**src/rtl/bip_uart_bridge_if.sv**
```systemverilog
// Signal bundle between the BIP/UART bridge and its UART RX/TX and BIP core neighbours.
// The slave side is the bridge; the master side is whatever drives the bridge inputs.
interface bip_uart_bridge_if #(
  parameter int NB_DATA   = 8,
  parameter int NB_OPCODE = 5,
  parameter int NB_ADDR   = 11,
  parameter int RAM_WIDTH = 16
);
  logic [NB_DATA-1:0]   i_rx_data;
  logic                 i_rx_done;
  logic [NB_OPCODE-1:0] i_opcode;
  logic [RAM_WIDTH-1:0] i_acc;
  logic [NB_ADDR-1:0]   i_pc;
  logic                 i_tx_done;
  logic                 o_tx_start;
  logic [NB_DATA-1:0]   o_tx_data;
  logic                 o_bip_en;
  logic                 o_busy;

  modport slave (
    input  i_rx_data, i_rx_done, i_opcode, i_acc, i_pc, i_tx_done,
    output o_tx_start, o_tx_data, o_bip_en, o_busy
  );

  modport master (
    output i_rx_data, i_rx_done, i_opcode, i_acc, i_pc, i_tx_done,
    input  o_tx_start, o_tx_data, o_bip_en, o_busy
  );
endinterface

```
**src/rtl/bip_uart_bridge.sv**
```systemverilog
// Starts the BIP on a UART start byte, counts its cycles until the halt opcode,
// then reports ACC, PC and cycle count over UART TX, each field LSB byte first.
module bip_uart_bridge #(
  parameter int                   NB_DATA     = 8,
  parameter int                   NB_OPCODE   = 5,
  parameter int                   NB_ADDR     = 11,
  parameter int                   RAM_WIDTH   = 16,
  parameter int                   NB_CYCLES   = 16,
  parameter logic [NB_DATA-1:0]   START_CMD   = 8'h53,
  parameter logic [NB_OPCODE-1:0] HALT_OPCODE = 5'b00000
) (
  input  logic              i_clk,
  input  logic              i_rst,
  bip_uart_bridge_if.slave  bus
);

  localparam int NBY_ACC = (RAM_WIDTH + NB_DATA - 1) / NB_DATA;
  localparam int NBY_PC  = (NB_ADDR   + NB_DATA - 1) / NB_DATA;
  localparam int NBY_CYC = (NB_CYCLES + NB_DATA - 1) / NB_DATA;
  localparam int N_BYTES = NBY_ACC + NBY_PC + NBY_CYC;
  localparam int NB_IDX  = (N_BYTES > 1) ? $clog2(N_BYTES) : 1;
  localparam int W_ACC   = NBY_ACC * NB_DATA;
  localparam int W_PC    = NBY_PC  * NB_DATA;
  localparam int W_CYC   = NBY_CYC * NB_DATA;
  localparam int W_FRAME = W_ACC + W_PC + W_CYC;

  typedef enum logic [1:0] {
    ST_IDLE = 2'b00,
    ST_RUN  = 2'b01,
    ST_LOAD = 2'b10,
    ST_WAIT = 2'b11
  } state_t;

  state_t               state_r, state_nxt_s;
  logic                 rx_done_r;
  logic [NB_CYCLES-1:0] cyc_cnt_r, cyc_cnt_nxt_s, cyc_inc_s;
  logic [RAM_WIDTH-1:0] acc_snap_r, acc_snap_nxt_s;
  logic [NB_ADDR-1:0]   pc_snap_r, pc_snap_nxt_s;
  logic [NB_CYCLES-1:0] cyc_snap_r, cyc_snap_nxt_s;
  logic [NB_IDX-1:0]    idx_r, idx_nxt_s;
  logic                 tx_start_r;
  logic [NB_DATA-1:0]   tx_data_r;
  logic                 start_evt_s;
  logic [W_FRAME-1:0]   frame_s;
  logic [NB_DATA-1:0]   frame_bytes_s [N_BYTES];

  assign start_evt_s = bus.i_rx_done & ~rx_done_r & (bus.i_rx_data == START_CMD);
  assign cyc_inc_s   = (&cyc_cnt_r) ? cyc_cnt_r : cyc_cnt_r + NB_CYCLES'(1);

  // The frame is built from the next snapshot so byte 0 is ready on the halt cycle itself.
  assign frame_s = {W_CYC'(cyc_snap_nxt_s), W_PC'(pc_snap_nxt_s), W_ACC'(acc_snap_nxt_s)};

  for (genvar g = 0; g < N_BYTES; g++) begin : g_frame_byte
    assign frame_bytes_s[g] = frame_s[g*NB_DATA +: NB_DATA];
  end

  // Next-state, counter, snapshot and byte-index logic.
  always_comb begin
    state_nxt_s    = state_r;
    cyc_cnt_nxt_s  = cyc_cnt_r;
    acc_snap_nxt_s = acc_snap_r;
    pc_snap_nxt_s  = pc_snap_r;
    cyc_snap_nxt_s = cyc_snap_r;
    idx_nxt_s      = idx_r;
    case (state_r)
      ST_IDLE: begin
        if (start_evt_s) begin
          cyc_cnt_nxt_s = '0;
          state_nxt_s   = ST_RUN;
        end else begin
          state_nxt_s   = ST_IDLE;
        end
      end
      ST_RUN: begin
        cyc_cnt_nxt_s = cyc_inc_s;
        if (bus.i_opcode == HALT_OPCODE) begin
          acc_snap_nxt_s = bus.i_acc;
          pc_snap_nxt_s  = bus.i_pc;
          cyc_snap_nxt_s = cyc_inc_s;
          idx_nxt_s      = '0;
          state_nxt_s    = ST_LOAD;
        end else begin
          state_nxt_s    = ST_RUN;
        end
      end
      ST_LOAD: begin
        state_nxt_s = ST_WAIT;
      end
      ST_WAIT: begin
        if (bus.i_tx_done) begin
          if (idx_r == NB_IDX'(N_BYTES - 1)) begin
            state_nxt_s = ST_IDLE;
          end else begin
            idx_nxt_s   = idx_r + NB_IDX'(1);
            state_nxt_s = ST_LOAD;
          end
        end else begin
          state_nxt_s = ST_WAIT;
        end
      end
      default: begin
        idx_nxt_s   = '0;
        state_nxt_s = ST_IDLE;
      end
    endcase
  end

  // State, snapshot and registered TX outputs.
  always_ff @(posedge i_clk) begin
    if (i_rst) begin
      state_r    <= ST_IDLE;
      rx_done_r  <= 1'b0;
      cyc_cnt_r  <= '0;
      acc_snap_r <= '0;
      pc_snap_r  <= '0;
      cyc_snap_r <= '0;
      idx_r      <= '0;
      tx_start_r <= 1'b0;
      tx_data_r  <= '0;
    end else begin
      state_r    <= state_nxt_s;
      rx_done_r  <= bus.i_rx_done;
      cyc_cnt_r  <= cyc_cnt_nxt_s;
      acc_snap_r <= acc_snap_nxt_s;
      pc_snap_r  <= pc_snap_nxt_s;
      cyc_snap_r <= cyc_snap_nxt_s;
      idx_r      <= idx_nxt_s;
      tx_start_r <= (state_nxt_s == ST_LOAD);
      if (state_nxt_s == ST_LOAD) begin
        tx_data_r <= frame_bytes_s[idx_nxt_s];
      end else begin
        tx_data_r <= tx_data_r;
      end
    end
  end

  assign bus.o_tx_start = tx_start_r;
  assign bus.o_tx_data  = tx_data_r;
  assign bus.o_bip_en   = (state_r == ST_RUN);
  assign bus.o_busy     = (state_r != ST_IDLE);

endmodule

```
**src/flat_wrapper.sv**
```systemverilog
// flat-port wrapper written by rule: the top's interface ports become plain ports
module bip_uart_bridge_flat 
#(
  parameter int                   NB_DATA     = 8,
  parameter int                   NB_OPCODE   = 5,
  parameter int                   NB_ADDR     = 11,
  parameter int                   RAM_WIDTH   = 16,
  parameter int                   NB_CYCLES   = 16,
  parameter logic [NB_DATA-1:0]   START_CMD   = 8'h53,
  parameter logic [NB_OPCODE-1:0] HALT_OPCODE = 5'b00000
)
  (i_clk, i_rst, bus_i_rx_data, bus_i_rx_done, bus_i_opcode, bus_i_acc, bus_i_pc, bus_i_tx_done, bus_o_tx_start, bus_o_tx_data, bus_o_bip_en, bus_o_busy);
  bip_uart_bridge_if #(.NB_DATA(NB_DATA), .NB_OPCODE(NB_OPCODE), .NB_ADDR(NB_ADDR), .RAM_WIDTH(RAM_WIDTH)) bus_i ();
  input  logic i_clk;
  input  logic i_rst;
  input wire logic [$bits(bus_i.i_rx_data)-1:0] bus_i_rx_data;
  input wire logic [$bits(bus_i.i_rx_done)-1:0] bus_i_rx_done;
  input wire logic [$bits(bus_i.i_opcode)-1:0] bus_i_opcode;
  input wire logic [$bits(bus_i.i_acc)-1:0] bus_i_acc;
  input wire logic [$bits(bus_i.i_pc)-1:0] bus_i_pc;
  input wire logic [$bits(bus_i.i_tx_done)-1:0] bus_i_tx_done;
  output wire logic [$bits(bus_i.o_tx_start)-1:0] bus_o_tx_start;
  output wire logic [$bits(bus_i.o_tx_data)-1:0] bus_o_tx_data;
  output wire logic [$bits(bus_i.o_bip_en)-1:0] bus_o_bip_en;
  output wire logic [$bits(bus_i.o_busy)-1:0] bus_o_busy;
  assign bus_i.i_rx_data = bus_i_rx_data;
  assign bus_i.i_rx_done = bus_i_rx_done;
  assign bus_i.i_opcode = bus_i_opcode;
  assign bus_i.i_acc = bus_i_acc;
  assign bus_i.i_pc = bus_i_pc;
  assign bus_i.i_tx_done = bus_i_tx_done;
  assign bus_o_tx_start = bus_i.o_tx_start;
  assign bus_o_tx_data = bus_i.o_tx_data;
  assign bus_o_bip_en = bus_i.o_bip_en;
  assign bus_o_busy = bus_i.o_busy;
  bip_uart_bridge #(.NB_DATA(NB_DATA), .NB_OPCODE(NB_OPCODE), .NB_ADDR(NB_ADDR), .RAM_WIDTH(RAM_WIDTH), .NB_CYCLES(NB_CYCLES), .START_CMD(START_CMD), .HALT_OPCODE(HALT_OPCODE)) u_core (.i_clk(i_clk), .i_rst(i_rst), .bus(bus_i));
endmodule
```
**config.mk**
```make
export PLATFORM = sky130hd
export DESIGN_NAME = bip_uart_bridge_flat
export DESIGN_NICKNAME = d
export VERILOG_FILES = /design/src/rtl/bip_uart_bridge_if.sv /design/src/rtl/bip_uart_bridge.sv /design/src/flat_wrapper.sv
export SDC_FILE = /design/constraint.sdc
export NUM_CORES = 1
export LEC_CHECK = 0
export CORE_AREA = 3 3 85 87
export DETAILED_ROUTE_END_ITERATION = 8
export DIE_AREA = 0 0 88 90
export MAX_ROUTING_LAYER = met4
export PLACE_DENSITY = 0.9
export SETUP_SLACK_MARGIN = 0.4
export SLEW_MARGIN = 40
export SYNTH_ARGS = -nofsm -noshare
export SYNTH_HDL_FRONTEND = slang
export SYNTH_SLANG_ARGS = --single-unit
```
**constraint.sdc**
```tcl
create_clock -name i_clk -period 6.7 [get_ports i_clk]
set_input_delay 1.005 -clock i_clk [delete_from_list [all_inputs] [get_ports i_clk]]
set_output_delay 1.005 -clock i_clk [all_outputs]
set_load 0.01 [all_outputs]
```
Word-level counts from Yosys, hierarchy flattened
Cells that the tools add are included.
{"block": "classes", "eq_ne": 7, "magnitude_cmp": 1, "n_addsub": 2, "reduce_logical": 6, "n_bitwise": 4, "muxes": 21}
{"operator": "two-way mux 16 bit", "n": 6}
{"operator": "case mux 16 bit (2 select lines)", "n": 1}
{"operator": "binary-select mux 8 bit (select 3 bit)", "n": 1}
{"operator": "two-way mux 11 bit", "n": 2}
{"operator": "adder 16 x 1 -> 16 bit (second input constant)", "n": 1}
{"operator": "two-way mux 8 bit", "n": 2}
{"operator": "AND reduction 16 bit", "n": 1}
{"operator": "two-way mux 3 bit", "n": 3}
{"operator": "== test 8 x 7 -> 1 bit (second input constant)", "n": 1}
{"operator": "case mux 2 bit (4 select lines)", "n": 1}
{"operator": "== test 2 bit (second input constant)", "n": 3}
{"operator": "two-way mux 2 bit", "n": 3}
{"operator": "case mux 3 bit (2 select lines)", "n": 1}
{"operator": "zero test 5 bit", "n": 1}
{"operator": "greater-or-equal comparator 4 bit (second input constant)", "n": 1}
{"operator": "NOT 3 -> 4 bit", "n": 1}
{"operator": "nonzero test 2 bit", "n": 2}
{"operator": "adder 3 x 1 -> 3 bit (second input constant)", "n": 1}
{"operator": "== test 3 bit (second input constant)", "n": 1}
{"operator": "bitwise AND 1 bit", "n": 2}
{"operator": "== test 2 x 1 -> 1 bit (second input constant)", "n": 1}
{"operator": "zero test 2 bit", "n": 1}
{"operator": "!= test 2 x 1 -> 1 bit (second input constant)", "n": 1}
{"operator": "AND reduction 2 bit", "n": 1}
{"operator": "2 further kinds", "n": 2}
{"block": "totals", "inputBits": 44, "ff_bits": 74, "output_inout_bits": 11}

Depth between registers and ports, before layout
Gate-level depths: netlist of the first run.
{"block": "logic_depth", "ltp_word": 8, "mapped_depth": 10, "mapped_depth_nobuf": 8}

Worst setup path before layout of the first run
OpenSTA, ideal clock, no wires.
{"block": "synth_timing", "path_type": "input port to flip-flop", "from": "input port bus_i_rx_data[2]", "to": "register u_core.tx_data_r[1], in the netlist u_core.bus.o_tx_data[1]", "arrival_time_ps": 2500, "setup_time_ps": 120, "slack_ps": 4080, "n_path_buf": 1, "cell_stages": 7, "required_ps": 6580, "path_cell_list": "or4b_1 > nor4_1 > a211oi_1 > and2_1 > buf_2 > a21o_1 > o31a_1"}
{"block": "synth_via", "elab_chain_len": 5}
{"item": "start: declaration", "line_no": "flat_wrapper.sv:16", "rtl": "input wire logic [$bits(bus_i.i_rx_data)-1:0] bus_i_rx_data;"}
{"item": "== test 8 x 7 -> 1 bit", "line_no": "bip_uart_bridge.sv:47", "rtl": "assign start_evt_s = bus.i_rx_done & ~rx_done_r & (bus.i_rx_data == START_CMD);"}
{"item": "bitwise AND 1 bit", "line_no": "bip_uart_bridge.sv:47"}
{"item": "two-way mux 1 bit", "line_no": "bip_uart_bridge.sv:67", "rtl": "if (start_evt_s) begin"}
{"item": "case mux 2 bit (4 select lines)", "line_no": "bip_uart_bridge.sv:65", "rtl": "case (state_r)"}
{"item": "== test 2 bit", "line_no": "bip_uart_bridge.sv:129", "rtl": "if (state_nxt_s == ST_LOAD) begin"}
{"item": "end signal: assignment", "line_no": "bip_uart_bridge.sv:130", "rtl": "tx_data_r <= frame_bytes_s[idx_nxt_s];"}
{"item": "end signal: assignment", "line_no": "bip_uart_bridge.sv:132", "rtl": "tx_data_r <= tx_data_r;"}
{"item": "end: declaration", "line_no": "bip_uart_bridge.sv:42", "rtl": "logic [NB_DATA-1:0] tx_data_r;"}
No other way between the ends.
A chain may end at the register's enable or synchronous reset.

Worst setup path after layout of the first run
{"block": "layout_timing", "from": "input port bus_i_opcode[2]", "to": "register u_core.tx_data_r[7], in the netlist u_core.bus.o_tx_data[7]"}
{"block": "layout_via", "elab_chain_len": 7, "word_cells_on_any_way": 16, "classes_between": "1 x eq/ne; 13 x mux; 1 x bitwise; 1 x reduce/logical"}
{"item": "start: declaration", "line_no": "flat_wrapper.sv:18", "rtl": "input wire logic [$bits(bus_i.i_opcode)-1:0] bus_i_opcode;"}
{"item": "zero test 5 bit (*)", "line_no": "bip_uart_bridge.sv:76", "rtl": "if (bus.i_opcode == HALT_OPCODE) begin"}
{"item": "two-way mux 3 bit", "line_no": "bip_uart_bridge.sv:76"}
{"item": "case mux 3 bit (2 select lines)", "line_no": "bip_uart_bridge.sv:65"}
{"item": "NOT 3 -> 4 bit (not written as such)", "line_no": "bip_uart_bridge.sv:130"}
{"item": "binary-select mux 8 bit (select 3 bit)", "line_no": "bip_uart_bridge.sv:130"}
{"item": "two-way mux 8 bit (not written as such) (2 in a row)", "line_no": "bip_uart_bridge.sv:130"}
Mark *: on every way between the ends. The rest lies on a longest branch, timed or not. The select of a mux whose other input is x is not followed.

==> results of run 1 <==
power by group through the flow:
| stage | logic, mW | clock network [mW] | registers (mW) |
|---|---|---|---|
| 3_3_place_gp | 0.0383 | 0 | 0.450 |
| 2_1_floorplan | 0.0102 | 0 | 0.450 |
| 3_5_place_dp | 0.0387 | 0 | 0.450 |
| 4_1_cts | 0.0389 | 0.388 | 0.440 |
| 6_report | 0.0391 | 0.384 | 0.440 |
| 5_1_grt | 0.0418 | 0.411 | 0.440 |
state kept, by name (all words and copies together), names as in the netlist:
register / count
u_core.acc_snap_r: 16
u_core.pc_snap_r: 11
u_core.cyc_cnt_r: 16
u_core.cyc_snap_r: 16
u_core.bus.o_tx_data: 8
u_core.state_r: 2
u_core.idx_r: 3
u_core.rx_done_r: 1
u_core.bus.o_tx_start: 1
cells in the final DEF (no fill, tap or decap), types with 2 or more instances in the layout:
master and count:
clkbuf_8 9, bufinv_16 2, a21o_1 2, ha_1 3, mux2i_1 19, xnor2_1 5, o21a_1 10, a311oi_1 4
nand2b_1 4, nand4bb_1 2, o211ai_1 5, or3_1 4, or2_2 3, clkdlybuf4s50_1 53, a211o_1 5, mux2_2 4
nor2b_1 4, a22oi_1 2, nand4_1 3, a31oi_1 9, nor4_2 2, inv_1 9, nand2_1 73, dfxtp_1 74
nand3_1 15, and3_1 2, o31ai_1 2, a21oi_1 52, o21ai_0 19, nor3_1 9, buf_4 3, nor4_1 6
nor2_1 58, and2_1 5, o31a_1 2, a211oi_1 13
worst min-delay path by stage:
stage / startpoint / cells after the start / slack (ns) / endpoint
global route: u_core.acc_snap_r[8] / 2 / 0.47 / u_core.acc_snap_r[8]
detailed placement: u_core.acc_snap_r[8] / 2 / 0.44 / u_core.acc_snap_r[8]
floorplan: u_core.cyc_snap_r[0] / 2 / 0.43 / u_core.cyc_snap_r[0]
global placement: u_core.acc_snap_r[8] / 2 / 0.44 / u_core.acc_snap_r[8]
finish: u_core.acc_snap_r[8] / 2 / 0.45 / u_core.acc_snap_r[8]
CTS: u_core.acc_snap_r[8] / 2 / 0.45 / u_core.acc_snap_r[8]
stage by stage:
step	total power, mW	cells	hold WS [ns]	setup WS (ns)
after floorplan	0.4603	486	0.4312	4.080
after global placement	0.4885	586	0.4410	2.726
after detailed placement	0.4889	586	0.4427	2.583
after CTS	0.8666	602	0.4538	2.944
after global routing	0.8923	603	0.4695	3.234
final	0.8624	603	0.4522	3.343
cells by family (layout without fill, tap and decap cells):
group | after synthesis | in the layout | synth area share
AOI/OAI and AO/OA | 135 | 135 | 0.2225
DFF | 74 | 74 | 0.3868
and+or+nand+nor | 202 | 202 | 0.2581
xor gates and xnor gates | 6 | 6 | 0.01372
buffers and inverters | 43 | 83 | 0.04770
adders and majority gates | 3 | 3 | 0.009802
muxes | 23 | 23 | 0.06142
layout make-up:
type / count / share of cell area
tap: 77 / 0.02108
clock inverter: 6 / 0.01972
inverter: 9 / 0.007393
sequential: 74 / 0.3242
timing repair buffer: 58 / 0.1246
multi-input combinational: 369 / 0.4751
clock buffer: 10 / 0.02793
layer usage:
layer | share of wire | track usage | vias to the layer above
li1 | - | - | 1796
met1 | 0.42 | 0.3492 | 1761
met2 | 0.48 | 0.4133 | 191
met3 | 0.080 | 0.04845 | 18
met4 | 0.020 | 0.09719 | 0
met5 | 0 | - | -
worst max-delay path: cells and delay by family:
family / cells / cell delay [ns]
and+or+nand+nor: 3 / 0.92
buffers and inverters: 2 / 0.86
AOI/OAI and AO/OA: 3 / 0.85
==> results.sh, run 1 <==
export IMPL_ant_nets=0
export IMPL_synth_most_common_cell="dfxtp_1"
export IMPL_viasPerCell=6.245
export IMPL_synth_edf_count=0
export IMPL_root_buffer="clkbuf_8"
export IMPL_hp_class="reg2reg"
export IMPL_synthTopCellsByCount="74 x dfxtp_1, 73 x nand2_1, 59 x nor2_1"
export IMPL_clk_latency_ns=0.35
export IMPL_pwr_share_seq=0.510
export IMPL_vias=3766
export IMPL_multiInputGateArea_sq_um=2171
export IMPL_power_internal_mw=0.6754
export IMPL_cpMaxStageDelayCell="clkdlybuf4s50_1"
export IMPL_status="finished clean"
export IMPL_clkPwrFrac=0.445
export IMPL_endpoint="u_core.bus.o_tx_data[7]"
export IMPL_cts_tree="done"
export IMPL_drv_slew=0
export IMPL_fmax_ghz=0.2979
export IMPL_startpoint="bus_i_opcode[2]"
export IMPL_cp_arrival_ns=3.64
export IMPL_clock_skew_ns=0.01216
export IMPL_synth_nets=533
export IMPL_ios=55
export IMPL_drcViolationCount=0
export IMPL_grt_setup_unrepaired="false"
export IMPL_seqCellArea_sq_um=1481
export IMPL_ys_flop_type="dfxtp_1"
export IMPL_endpoint_kind="register"
export IMPL_critPathLaunchType="input pin"
export IMPL_synth_top_area_frac=0.3868
export IMPL_gp_congestion=0.9465
export IMPL_post_route_period_util=0.5010
export IMPL_cts_htree_levels=3
export IMPL_drive_above_1_share=0.07224
export IMPL_path_class="in2reg"
export IMPL_n_antenna_cell=0
export IMPL_die_area_sq_um=7920
export IMPL_die_w_microns=88
export IMPL_dieHeight_microns=90
export IMPL_comb_power_share=0.045
export IMPL_seq_area_frac_synth=0.3868
export IMPL_cp_common_cell="o21a_1"
export IMPL_swShare=0.2168
export IMPL_start_util=0.5963
export IMPL_drt_iter0_markers=371
export IMPL_reg2reg_slack_ns=3.74
export IMPL_grt_max_degree=65
export IMPL_cp_cell_sequence="clkdlybuf4s50_1 -> or2_2 -> nor3_4 -> buf_4 -> o21a_1 -> nand3_1 -> o21a_1 -> a31oi_1"
export IMPL_dp_hpwl_mm=7.018
export IMPL_netlist_top_cells_area="dfxtp_1 39%, nand2_1 7.2%, a21oi_1 6.8%"
export IMPL_dr_pass1_iters=5
export IMPL_cts_buffers=9
export IMPL_tightest_slew_ns=0.8065
export IMPL_maxCapViolations=0
export IMPL_p_leak_nw=1.551
export IMPL_critPathMaxStageDelay_ns=0.45
export IMPL_clk_path_buf_depth=2
export IMPL_postCtsSetupBuffers=0
export IMPL_fillers=509
export IMPL_clk_pin_slew_ns=0.08
export IMPL_fin_crit_ns=3.357
export IMPL_vdd_drop_max_v=0.0001261
export IMPL_r2r_start="u_core.state_r[1]"
export IMPL_ys_ff_latch=74
export IMPL_port_buffers=54
export IMPL_wire_per_inst_microns=16.75
export IMPL_grtUsageTotal=0.2681
export IMPL_core_area_sq_um=6422
export IMPL_postLayoutCoreUtil=0.7115
export IMPL_netlist_instances=486
export IMPL_wl_mm=10.10
export IMPL_async_reset_ff_frac=0
export IMPL_final_area_sq_um=4569
export IMPL_antenna_found_initial=0
export IMPL_maxSlewHeadroom=0.4574
export IMPL_clock_sinks=74
export IMPL_power_switching_mw=0.1869
export IMPL_grt_first_pass_wirelength_mm=16.48
export IMPL_fin_nets=568
export IMPL_first_global_vias=3397
export IMPL_synthDistinctLibCells=58
export IMPL_reg2reg_depth=8
export IMPL_cp_max_fo=36
export IMPL_powerDensity_nw_per_um2=188.7
export IMPL_yosysWarnings=0
export IMPL_cp_data_required_time_ns=6.98
export IMPL_hold_viol=0
export IMPL_setup_viol_count_final=0
export IMPL_hold_buffers=0
export IMPL_netlist_area_sq_um=3830
export IMPL_grt_overflow=0
export IMPL_syn_to_final_growth_pct=19.31
export IMPL_num_rows=29
export IMPL_fin_setup_tns_ns=0
export IMPL_placed_cell_area_sq_um=4335
export IMPL_reg2reg_to="u_core.bus.o_tx_data[2]"
export IMPL_synth_area_leader_cell="dfxtp_1"
export IMPL_ctsResizeCount=0
export IMPL_syn_area_per_cell_sq_um=7.881
Power figures use the tool's default switching activity.
==> run 2: changes to the inputs <==
CORE_AREA = 3 3 88 90   (was 3 3 85 87)
DIE_AREA = 0 0 91 93   (was 0 0 88 90)
PLACE_DENSITY = 0.85   (was 0.9)
clock period = 3.45 ns   (was 6.7 ns; I/O delays follow)
==> results.sh, run 2 (synthesis gave the netlist of run 1 again) <==
export IMPL_power_switching_mw=0.3625
export IMPL_fin_cells=627
export IMPL_port_buffers=54
export IMPL_hold_viol=0
export IMPL_clk_pin_slew_ns=0.08
export IMPL_hp_class="reg2reg"
export IMPL_wire_per_inst_microns=15.62
export IMPL_clk_latency_ns=0.35
export IMPL_p_leak_nw=1.562
export IMPL_cp_data_required_time_ns=3.68
export IMPL_grt_max_degree=54
export IMPL_vias=3723
export IMPL_path_class="in2reg"
export IMPL_layout_common_cells="74 x dfxtp_1, 73 x nand2_1, 58 x nor2_1, 53 x clkdlybuf4s50_1, 52 x a21oi_1"
export IMPL_start_util=0.5366
export IMPL_fin_setup_tns_ns=0
export IMPL_num_rows=31
export IMPL_cts_htree_levels=3
export IMPL_grt_overflow=0
export IMPL_die_w_microns=91
export IMPL_vdd_drop_max_v=0.0002900
export IMPL_dpl_worst_slack_ns=0.5080
export IMPL_drv_slew=0
export IMPL_fmax_ghz=0.3794
export IMPL_final_area_sq_um=4618
export IMPL_setup_viol_count_final=0
export IMPL_clock_skew_ns=0.01148
export IMPL_die_area_sq_um=8463
export IMPL_gp_congestion=0.9515
export IMPL_syn_to_final_growth_pct=20.58
export IMPL_dr_pass1_iters=6
export IMPL_power_internal_mw=1.313
export IMPL_post_route_period_util=0.7640
export IMPL_first_global_vias=3443
export IMPL_final_common_cell="dfxtp_1"
export IMPL_drt_iter0_markers=352
export IMPL_cts_buffers=9
export IMPL_reg_top3="u_core.acc_snap_r x16, u_core.cyc_cnt_r x16, u_core.cyc_snap_r x16"
export IMPL_fin_ws_ns=0.8143
export IMPL_grt_first_pass_wirelength_mm=16.35
export IMPL_ant_nets=0
export IMPL_drive_above_1_share=0.07386
export IMPL_status="finished clean"
export IMPL_antenna_found_initial=0
export IMPL_hold_buffers=0
export IMPL_wl_mm=9.793
export IMPL_pwr_share_seq=0.510
export IMPL_clk_path_buf_depth=2
export IMPL_root_buffer="clkbuf_8"
export IMPL_placed_cell_area_sq_um=4398
export IMPL_grt_setup_unrepaired="false"
export IMPL_grtUsageTotal=0.2403
export IMPL_whs_ns=0.4531
export IMPL_fillers=606
export IMPL_fin_crit_ns=2.636
export IMPL_ctsResizeCount=0
export IMPL_n_antenna_cell=0
export IMPL_dieHeight_microns=93
export IMPL_maxSlewHeadroom=0.5418
export IMPL_ios=55
export IMPL_dp_cells=611
export IMPL_fin_nets=570
export IMPL_comb_power_share=0.046
export IMPL_drcViolationCount=0
export IMPL_clock_sinks=74
export IMPL_viasPerCell=5.938
export IMPL_powerDensity_nw_per_um2=362.7
export IMPL_clkPwrFrac=0.444
export IMPL_postLayoutCoreUtil=0.6471
export IMPL_cts_tree="done"
export IMPL_core_area_sq_um=7137
export IMPL_tightest_slew_ns=0.6817
export IMPL_dp_hpwl_mm=6.913
export IMPL_maxCapViolations=0
export IMPL_power_mw=1.675
export IMPL_swShare=0.2164
export IMPL_cp_arrival_ns=2.86
export IMPL_postCtsSetupBuffers=0
export IMPL_cp_max_fo=13
export IMPL_critPathLaunchType="input pin"
export IMPL_endpoint_kind="register"
run 2: changes by cell type in the layout (fill, tap and decap cells not counted), sizes merged:
cell	before	now
buf	5	7
run 2: worst max-delay path, cell delays in order:
cell	delay, ns
clkdlybuf4s50_1	0.52
a21boi_1	0.31
mux2_2	0.39
nand2_1	0.41
mux2_2	0.40
a211oi_1	0.24
a211oi_1	0.07
run 2: worst paths after layout:
| kind | start | end | slack [ns] | depth (start not counted) |
|---|---|---|---|---|
| max | bus_i_tx_done | u_core.bus.o_tx_data[2] | 0.81 | 7 |
| min | u_core.acc_snap_r[0] | u_core.acc_snap_r[0] | 0.45 | 2 |
| max reg2reg | u_core.cyc_cnt_r[0] | u_core.cyc_snap_r[11] | 0.89 | 7 |
| min reg2reg | u_core.acc_snap_r[0] | u_core.acc_snap_r[0] | 0.45 | 2 |
run 2: power by group through the flow:
| stage | Sequential (mW) | Combinational [mW] | Clock (mW) |
|---|---|---|---|
| final | 0.854 | 0.0775 | 0.744 |
| after global placement | 0.874 | 0.0759 | 0 |
| after detailed placement | 0.874 | 0.0771 | 0 |
| after global routing | 0.854 | 0.0831 | 0.779 |
| after floorplan | 0.874 | 0.0198 | 0 |
| after CTS | 0.854 | 0.0774 | 0.751 |
run 2: final cells by class:
class	count	area, sq um	share of cell area
Clock buffer	10	127.6	0.02763
Timing Repair Buffer	60	593.1	0.1284
Inverter	9	33.78	0.007315
Clock inverter	6	90.09	0.01951
Multi-Input combinational cell	369	2168	0.4695
Sequential cell	74	1481	0.3208
Tap cell	99	123.9	0.02682
run 2: routing by layer:
layer / global-route usage / routed length [microns]
met1: 0.3190 / 4243
met2: 0.3801 / 4585
met3: 0.04103 / 783
met4: 0.06910 / 180
met5: - / 0
==> run 3: changes to the inputs <==
clock period = 2.74 ns   (was 3.45 ns; I/O delays follow)
==> results.sh, run 3 (synthesis gave the netlist of run 1 again) <==
export IMPL_path_class="reg2out"
export IMPL_die_area_sq_um=8463
export IMPL_endpoint_kind="primary output"
export IMPL_status="finished clean"
export IMPL_clk_latency_ns=0.36
export IMPL_dp_cells=620
export IMPL_hp_start="u_core.acc_snap_r[8]"
export IMPL_setup_viol_count_final=0
export IMPL_dp_hpwl_mm=7.035
export IMPL_hold_buffers=0
export IMPL_drv_slew=0
export IMPL_startpoint="u_core.state_r[1]"
export IMPL_fin_nets=585
export IMPL_multiInputGateArea_sq_um=2247
export IMPL_cts_htree_levels=3
export IMPL_wl_mm=10.47
export IMPL_gp_congestion=0.9237
export IMPL_postLayoutCoreUtil=0.6764
export IMPL_tightest_slew_ns=0.7248
export IMPL_maxSlewHeadroom=0.5168
export IMPL_viasPerCell=5.886
export IMPL_vias=3779
export IMPL_grt_setup_unrepaired="true"
export IMPL_power_switching_mw=0.4592
export IMPL_powerDensity_nw_per_um2=437.7
export IMPL_pwr_share_seq=0.509
export IMPL_p_leak_nw=1.698
export IMPL_r2r_start="u_core.cyc_cnt_r[3]"
export IMPL_comb_power_share=0.047
export IMPL_reg_top3="u_core.acc_snap_r x16, u_core.cyc_cnt_r x16, u_core.cyc_snap_r x16"
export IMPL_drt_iter0_markers=499
export IMPL_dr_pass1_iters=5
export IMPL_fin_cells=642
export IMPL_ios=55
export IMPL_die_w_microns=91
export IMPL_syn_to_final_growth_pct=26.04
export IMPL_root_buffer="clkbuf_8"
export IMPL_clkPwrFrac=0.444
export IMPL_fillers=580
export IMPL_ant_nets=0
export IMPL_critPathMaxStageDelay_ns=0.55
export IMPL_n_antenna_cell=0
export IMPL_drcViolationCount=0
export IMPL_clock_sinks=74
export IMPL_port_buffers=54
export IMPL_clk_path_buf_depth=2
export IMPL_grt_overflow=0
export IMPL_fmax_ghz=0.4455
export IMPL_cpMaxStageDelayCell="clkdlybuf4s50_1"
export IMPL_cts_tree="done"
export IMPL_first_global_vias=3351
export IMPL_start_util=0.5366
export IMPL_critPathLaunchType="register"
export IMPL_cts_buffers=9
export IMPL_fin_crit_ns=2.245
export IMPL_drive_above_1_share=0.1179
export IMPL_grtUsageTotal=0.2460
export IMPL_grt_first_pass_wirelength_mm=16.37
export IMPL_num_rows=31
export IMPL_power_internal_mw=1.654
export IMPL_cp_cell_sequence="nand2b_1 -> inv_1 -> buf_4 -> clkdlybuf4s50_1"
export IMPL_hold_viol=0
export IMPL_cp_max_fo=12
export IMPL_post_route_period_util=0.8192
export IMPL_fin_setup_tns_ns=0
export IMPL_clock_skew_ns=0.01693
export IMPL_dieHeight_microns=93
export IMPL_grt_max_degree=54
export IMPL_vdd_drop_max_v=0.0003220
export IMPL_hp_class="reg2reg"
export IMPL_cp_data_required_time_ns=2.33
export IMPL_seqCellArea_sq_um=1484
export IMPL_wire_per_inst_microns=16.31
export IMPL_layout_common_cells="72 x nand2_1, 72 x dfxtp_1, 58 x nor2_1, 53 x clkdlybuf4s50_1, 52 x a21oi_1"
export IMPL_swShare=0.2173
export IMPL_core_area_sq_um=7137
export IMPL_clk_pin_slew_ns=0.08
export IMPL_maxCapViolations=0
export IMPL_cp_arrival_ns=1.83
export IMPL_antenna_found_initial=0
run 3: changes by cell type in the layout (fill, tap and decap cells not counted), sizes merged:
cell      previous run  this run
inv                 10        11
buf                  7        21
clkbuf              10        11
clkinvlp             1         0
run 3: worst paths after layout:
check	end	depth (start not counted)	slack, ns
worst max register to register	u_core.bus.o_tx_data[5]	6	0.56
worst max-delay path	bus_o_bip_en	4	0.50
worst min-delay path	u_core.acc_snap_r[8]	2	0.46
worst min register to register	u_core.acc_snap_r[8]	2	0.46
run 3: metrics by stage:
step                      power (mW)  cell area [sq um]  hold slack, ns  setup WS (ns)
after global placement         1.198               4466          0.4391         0.1246
final                          2.113               4827          0.4557         0.4955
after CTS                      2.119               4695          0.4592         0.4390
after floorplan                1.126               3830          0.4312         0.6076
after detailed placement       1.198               4466          0.4465        0.01983
after global routing           2.153               4827          0.4671         0.3839
run 3: timing repair:
| item | 4_1_cts | 5_1_grt |
|---|---|---|
| setup buffers | 0 | 5 |
| pin swaps | 0 | 3 |
| endpoints found under the setup margin | 5 | 13 |
| gates resized for setup | 4 | 12 |
| gates cloned | 0 | 1 |
run 3: power by group through the flow:
stage | combinational (mW) | clock (mW) | sequential [mW]
6_report | 0.0994 | 0.938 | 1.08
5_1_grt | 0.106 | 0.971 | 1.08
4_1_cts | 0.0979 | 0.946 | 1.08
3_5_place_dp | 0.0974 | 0 | 1.10
3_3_place_gp | 0.0968 | 0 | 1.10
2_1_floorplan | 0.0249 | 0 | 1.10
run 3: critical path, delay by kind of cell, from the launching register on:
kind,cells,cell delay (ns)
buffers and inverters,3,0.83
and+or+nand+nor,1,0.24
DFF,1,0.39
run 3: per-layer routing:
layer	part of all wire	global-route usage	vias to the layer above
met3	0.078	0.05632	37
li1	-	-	1827
met2	0.46	0.3716	178
met1	0.43	0.3154	1737
met4	0.030	0.1118	0
met5	0	-	-
run 3: area by class of cell:
| type | instances | area share |
|---|---|---|
| sequential | 74 | 0.3074 |
| clock inverter | 6 | 0.01814 |
| tap | 99 | 0.02566 |
| inverter | 9 | 0.006998 |
| timing repair buffer | 75 | 0.1498 |
| clock buffer | 10 | 0.02644 |
| multi-input combinational | 369 | 0.4655 |
